==> config.mk <==
export PLATFORM = sky130hd
export DESIGN_NAME = regfile_dump_tx_flat
export DESIGN_NICKNAME = d
export VERILOG_FILES = /design/src/rtl/regfile_dump_tx_pkg.sv /design/src/rtl/regfile_dump_tx_if.sv /design/src/rtl/regfile_dump_tx_baud_tick_gen.sv /design/src/rtl/regfile_dump_tx.sv /design/src/flat_wrapper.sv
export SDC_FILE = /design/constraint.sdc
export NUM_CORES = 1
export LEC_CHECK = 0
export BUFFER_PORTS_ARGS = -buffer_cell sky130_fd_sc_hd__buf_2
export CORE_UTILIZATION = 39
export CTS_CLUSTER_DIAMETER = 200
export DETAILED_ROUTE_END_ITERATION = 12
export SLEW_MARGIN = 25
export SYNTH_ARGS = -nofsm -noshare
export SYNTH_HDL_FRONTEND = slang
export SYNTH_SLANG_ARGS = --single-unit
==> constraint.sdc <==
create_clock -name clk -period 1.7 [get_ports clk]
set_input_delay 0.34 -clock clk [delete_from_list [all_inputs] [get_ports clk]]
set_output_delay 0.34 -clock clk [all_outputs]
set_load 0.01 [all_outputs]
==> src/rtl/regfile_dump_tx_pkg.sv <==
// Shared types and constants for the register-file debug dumper.
package regfile_dbg_pkg;

    localparam int   ADDR_W   = 5;
    localparam logic TX_IDLE  = 1'b1;
    localparam logic TX_START = 1'b0;

    typedef enum logic [2:0] {
        IDLE  = 3'd0,
        ADDR  = 3'd1,
        LOAD  = 3'd2,
        START = 3'd3,
        DATA  = 3'd4,
        STOP  = 3'd5,
        DONE  = 3'd6
    } state_t;

endpackage

==> src/rtl/regfile_dump_tx_if.sv <==
// Bundle of the dumper's request, register-file read pair and serial output.
interface regfile_dump_tx_if #(
    parameter int WIDTH = 8
);
    import regfile_dbg_pkg::*;

    logic              start;
    logic [WIDTH-1:0]  rd;
    logic [ADDR_W-1:0] ra;
    logic              tx;
    logic              busy;
    logic              done;

    modport master (input start, input rd, output ra, output tx, output busy, output done);
    modport slave  (output start, output rd, input ra, input tx, input busy, input done);

endinterface

==> src/rtl/regfile_dump_tx_baud_tick_gen.sv <==
// Bit-period timer: one-cycle tick every CLKS_PER_BIT cycles, restartable by clr.
module baud_tick_gen #(
    parameter int CLKS_PER_BIT = 434
) (
    input  logic clk,
    input  logic rst,
    input  logic clr,
    output logic tick
);
    localparam int             CNT_W = $clog2(CLKS_PER_BIT);
    localparam logic [CNT_W-1:0] LAST = CNT_W'(CLKS_PER_BIT - 1);

    logic [CNT_W-1:0] cnt_r;
    logic [CNT_W-1:0] cnt_nxt_s;
    logic             tick_r;

    // Next count: restart on clr, wrap after the last count of a bit.
    always_comb begin
        cnt_nxt_s = cnt_r;
        if (clr) begin
            cnt_nxt_s = '0;
        end else if (cnt_r == LAST) begin
            cnt_nxt_s = '0;
        end else begin
            cnt_nxt_s = cnt_r + CNT_W'(1);
        end
    end

    // Counter and registered tick, aligned with the cycle holding the last count.
    always_ff @(posedge clk) begin
        if (!rst) begin
            cnt_r  <= '0;
            tick_r <= 1'b0;
        end else begin
            cnt_r  <= cnt_nxt_s;
            tick_r <= (cnt_nxt_s == LAST);
        end
    end

    assign tick = tick_r;

endmodule

==> src/rtl/regfile_dump_tx.sv <==
// Walks the register file read port and serializes each value as an 8N1-style frame.
module regfile_dump_tx #(
    parameter int WIDTH        = 8,
    parameter int NREGS        = 8,
    parameter int CLKS_PER_BIT = 434
) (
    input  logic               clk,
    input  logic               rst,
    regfile_dump_tx_if.master  bus
);
    import regfile_dbg_pkg::*;

    localparam int                BIT_W    = $clog2(WIDTH + 1);
    localparam logic [ADDR_W-1:0] LAST_IDX = ADDR_W'(NREGS - 1);
    localparam logic [BIT_W-1:0]  LAST_BIT = BIT_W'(WIDTH - 1);

    state_t            state_r;
    logic [ADDR_W-1:0] idx_r;
    logic [ADDR_W-1:0] ra_r;
    logic [BIT_W-1:0]  bit_r;
    logic [WIDTH-1:0]  shift_r;
    logic [WIDTH-1:0]  shift_nxt_s;
    logic              tx_r;
    logic              busy_r;
    logic              done_r;
    logic              tick_s;
    logic              clr_s;

    // Restarting the timer in LOAD makes the start bit begin on a fresh count.
    assign clr_s       = (state_r == LOAD);
    assign shift_nxt_s = shift_r >> 1;

    baud_tick_gen #(
        .CLKS_PER_BIT (CLKS_PER_BIT)
    ) u_baud (
        .clk  (clk),
        .rst  (rst),
        .clr  (clr_s),
        .tick (tick_s)
    );

    // Dump sequencer; tx, ra, busy and done are all set on the state-changing edge.
    always_ff @(posedge clk) begin
        if (!rst) begin
            state_r <= IDLE;
            idx_r   <= '0;
            ra_r    <= '0;
            bit_r   <= '0;
            shift_r <= '0;
            tx_r    <= TX_IDLE;
            busy_r  <= 1'b0;
            done_r  <= 1'b0;
        end else begin
            case (state_r)
                IDLE: begin
                    tx_r   <= TX_IDLE;
                    done_r <= 1'b0;
                    if (bus.start) begin
                        state_r <= ADDR;
                        idx_r   <= '0;
                        busy_r  <= 1'b1;
                    end else begin
                        busy_r  <= 1'b0;
                    end
                end
                ADDR: begin
                    ra_r    <= idx_r;
                    state_r <= LOAD;
                end
                LOAD: begin
                    shift_r <= bus.rd;
                    tx_r    <= TX_START;
                    state_r <= START;
                end
                START: begin
                    if (tick_s) begin
                        tx_r    <= shift_r[0];
                        bit_r   <= '0;
                        state_r <= DATA;
                    end
                end
                DATA: begin
                    if (tick_s) begin
                        shift_r <= shift_nxt_s;
                        bit_r   <= bit_r + BIT_W'(1);
                        if (bit_r == LAST_BIT) begin
                            tx_r    <= TX_IDLE;
                            state_r <= STOP;
                        end else begin
                            tx_r    <= shift_nxt_s[0];
                        end
                    end
                end
                STOP: begin
                    if (tick_s) begin
                        if (idx_r == LAST_IDX) begin
                            done_r  <= 1'b1;
                            state_r <= DONE;
                        end else begin
                            idx_r   <= idx_r + ADDR_W'(1);
                            state_r <= ADDR;
                        end
                    end
                end
                DONE: begin
                    done_r  <= 1'b0;
                    busy_r  <= 1'b0;
                    state_r <= IDLE;
                end
                default: begin
                    state_r <= IDLE;
                    tx_r    <= TX_IDLE;
                    busy_r  <= 1'b0;
                    done_r  <= 1'b0;
                end
            endcase
        end
    end

    assign bus.ra   = ra_r;
    assign bus.tx   = tx_r;
    assign bus.busy = busy_r;
    assign bus.done = done_r;

endmodule

==> src/flat_wrapper.sv <==
// flat-port wrapper written by rule: the top's interface ports become plain ports
module regfile_dump_tx_flat import regfile_dbg_pkg::*;
#(
    parameter int WIDTH        = 8,
    parameter int NREGS        = 8,
    parameter int CLKS_PER_BIT = 434
)
  (clk, rst, bus_start, bus_rd, bus_ra, bus_tx, bus_busy, bus_done);
  regfile_dump_tx_if #(.WIDTH(WIDTH)) bus_i ();
  input  logic clk;
  input  logic rst;
  input wire logic [$bits(bus_i.start)-1:0] bus_start;
  input wire logic [$bits(bus_i.rd)-1:0] bus_rd;
  output wire logic [$bits(bus_i.ra)-1:0] bus_ra;
  output wire logic [$bits(bus_i.tx)-1:0] bus_tx;
  output wire logic [$bits(bus_i.busy)-1:0] bus_busy;
  output wire logic [$bits(bus_i.done)-1:0] bus_done;
  assign bus_i.start = bus_start;
  assign bus_i.rd = bus_rd;
  assign bus_ra = bus_i.ra;
  assign bus_tx = bus_i.tx;
  assign bus_busy = bus_i.busy;
  assign bus_done = bus_i.done;
  regfile_dump_tx #(.WIDTH(WIDTH), .NREGS(NREGS), .CLKS_PER_BIT(CLKS_PER_BIT)) u_core (.clk(clk), .rst(rst), .bus(bus_i));
endmodule
==> out/metrics.cfg <==
[pwr]
p_int_uw = 1380
p_sw_uw = 485
power_frac_clock_pct = 34.7
p_seq_share_pct = 52.5
ir_worst_vdd_mv = 0.430
netSwitchingFraction_pct = 26.0
power_density_nw_per_um2 = 843
comb_power_share_pct = 12.7
p_leak_uw = 0.000929

[grt]
grt_max_degree = 17
grt_pass1_vias = 1351
gr-total-overflow = 0
antenna_found_initial = 0
track_usage_pct = 15.3
grt_pass1_wl_mm = 6.10

[floorplan]
ioPinCount = 19
dieWidth_microns = 71.6
die_area_sq_um = 5120
start_util_pct = 41.9
coreArea_sq_um = 4500
num_rows = 24
die_y_microns = 71.6

[cells_and_area]
n_antenna_cell = 0
areaGrowthSynthToFinish_pct = 17.0
final_core_utilization_pct = 49.0
layout-drive-gt1-share_pct = 21.9
fin_nets = 256

[yosys]
yosys.area.top_type_share_pct = 40.3
netlist_area_sq_um = 1890
ys_ff_latch = 38
synth_flop_cell = dfxtp_1
synth_edf_count = 0
yosysUniqueCellTypes = 52
syn_nets = 226
ys_seq_area_share_pct = 40.3
synth.avg_cell_area_sq_um = 8.94
ys.warnings.count = 0
async_reset_ff_share_pct = 0
synthCells = 211
post-synth-top-area-cell = dfxtp_1
ys_top_cells_by_area = dfxtp_1 40%, mux2i_1 6.9%, nor2_1 6.0%

[detailed_routing]
wl_per_cell_microns = 12.1
drc_errors = 0
routed_wl_mm = 3.56
first_pass_iters = 4
viasPerCell = 5.30
dr.first_iter.drc_count = 76
vias = 1559
drtAntennaViolNets = 0

[min_path]
min_path_type = input port to flop

[clocking]
clk_pin_slew_worst_paths_ps = 80
cts_max_level = 2
cts_root_buf = clkbuf_8
cts_setup_buffers = 0
clk_latency_ps = 290
cts_buffers = 5
cts_tree = yes
cts.path.max_buffers = 2
cts.sinks = 38

[critical_path]
crit_type = flop to flop
cp-start-kind = flop
arrival_ps = 1820
reg2reg_slack_ps = 100
crit_path_end_kind = flop
cp_max_fo = 6
critPathRequiredTime_ps = 1920

[sta]
period_needed_ps = 1600
slew_headroom_pct = 72.1
slew_viol_final = 0
setup_viol_count_final = 0
fin_skew_ps = 5.18
fmax_mhz = 625
report.final.hold_viol_count = 0
fin_crit_sh_pct = 94.2
worstMarginPinSlew_ps = 418
grt_setup_unrepaired = false
fin_setup_tns_ps = 0

[place]
io_buffers = 18
place_hpwl_mm = 2.53
gp_congestion = 0.722

[run_status]
outcome = finished, final reports clean

[flow_run]
maxCapViolCount = 0

[repair_timing]
item,in CTS,in global routing
setup endpoints to repair,0,10
hold buffers,0,0
resized for setup,0,4
[cell usage in the layout (no fill, tap or decap), types with 2 or more instances in the layout]
| cell type | Yosys | layout |
|---|---|---|
| clkbuf_8 | 0 | 6 |
| nor2_1 | 30 | 30 |
| a211oi_1 | 8 | 8 |
| mux2i_1 | 13 | 13 |
| a32oi_1 | 2 | 2 |
| xnor2_1 | 2 | 2 |
| o21ai_0 | 9 | 9 |
| buf_2 | 2 | 18 |
| and3b_1 | 2 | 2 |
| o211ai_1 | 3 | 3 |
| nand3_1 | 10 | 10 |
| or3_1 | 3 | 3 |
| dfxtp_1 | 38 | 36 |
| nand4b_1 | 3 | 3 |
| ha_1 | 4 | 3 |
| nand4_1 | 2 | 2 |
| inv_1 | 4 | 4 |
| dfxtp_2 | 0 | 2 |
| and2_1 | 3 | 3 |
| a31oi_1 | 3 | 3 |
| buf_4 | 3 | 16 |
| nor2b_1 | 2 | 2 |
| nand2_1 | 10 | 10 |
| xor2_1 | 6 | 6 |
| nor3_1 | 3 | 3 |
| nand2b_1 | 6 | 6 |
| a21oi_1 | 9 | 9 |
[flip-flops by register name (all words and copies together), names as in the netlist]
register,cells
u_core.u_baud.cnt_r,9
u_core.shift_r,8
u_core.bus.ra,5
u_core.idx_r,5
u_core.bit_r,4
u_core.state_r,3
u_core.bus.busy,1
u_core.bus.done,1
u_core.bus.tx,1
u_core.u_baud.tick,1
[through the flow]
stage / instances / instance area [sq um] / hold slack (ps) / worst slack [ps] / power, uW
finish: 294 / 2210 / 312 / 98.7 / 1860
global route: 294 / 2210 / 305 / 9.30 / 1960
CTS: 294 / 2200 / 306 / 43.3 / 1900
detailed placement: 286 / 2110 / 462 / 61.5 / 1230
global placement: 286 / 2110 / 464 / 116 / 1230
floorplan: 211 / 1890 / 416 / 94.2 / 1160
[cell usage after synthesis (all sizes together) (4+ instances only)]
library cell,number
o21ai,10
nor2,30
dfxtp,38
ha,4
nand3,10
nand2,10
a211oi,8
clkbuf,4
buf,8
mux2i,13
inv,4
xor2,6
nand2b,6
a21oi,10
[worst paths after layout]
check | endpoint | cells after the start | start
setup reg to reg | u_core.idx_r[3] | 5 | u_core.idx_r[1]
hold / removal | u_core.bus.tx | 2 | rst
hold reg to reg | u_core.shift_r[7] | 2 | u_core.shift_r[7]
setup / recovery | u_core.idx_r[3] | 5 | u_core.idx_r[1]
[layout make-up]
type                       count  area [sq um]
clock buffer                   6          82.6
inverter                       5          18.8
clock inverter                 2          12.5
sequential                    38           763
timing repair buffer          35           230
tap                           52          65.1
fill                         466          2300
multi-input combinational    156          1040
[critical path, stage by stage (launching register included)]
cell,delay (ps)
dfxtp_1,350
ha_2,200
and4bb_2,250
o21ba_2,250
or3_1,350
a21oi_1,140
[cell families (layout without fill, tap and decap cells)]
logic type | count (synthesis) | in the layout | share of synthesized area [%]
mux | 13 | 13 | 6.90
xor+xnor | 8 | 8 | 3.71
simple gates | 84 | 84 | 24.7
flops | 38 | 38 | 40.3
fa+ha+maj | 4 | 4 | 2.65
compound gates | 47 | 47 | 16.8
buf+inv | 17 | 48 | 4.91
[power by group through the flow]
stage          registers, uW  clock network [uW]  logic (uW)
2_1_floorplan            978                   0         180
3_3_place_gp             997                   0         235
3_5_place_dp             998                   0         236
4_1_cts                  977                 683         238
5_1_grt                  985                 710         265
6_report                 978                 647         237
[metal layers]
metal  share of wire (%)  up-vias  global-route usage (%)
li1                    -      822                       -
met1                  51      717                    19.4
met2                  45       18                    24.6
met3                 3.3        2                    4.92
met4                0.70        0                    5.23
met5                   0        -                       0
Note: power is estimated with default switching activity, not from simulation.
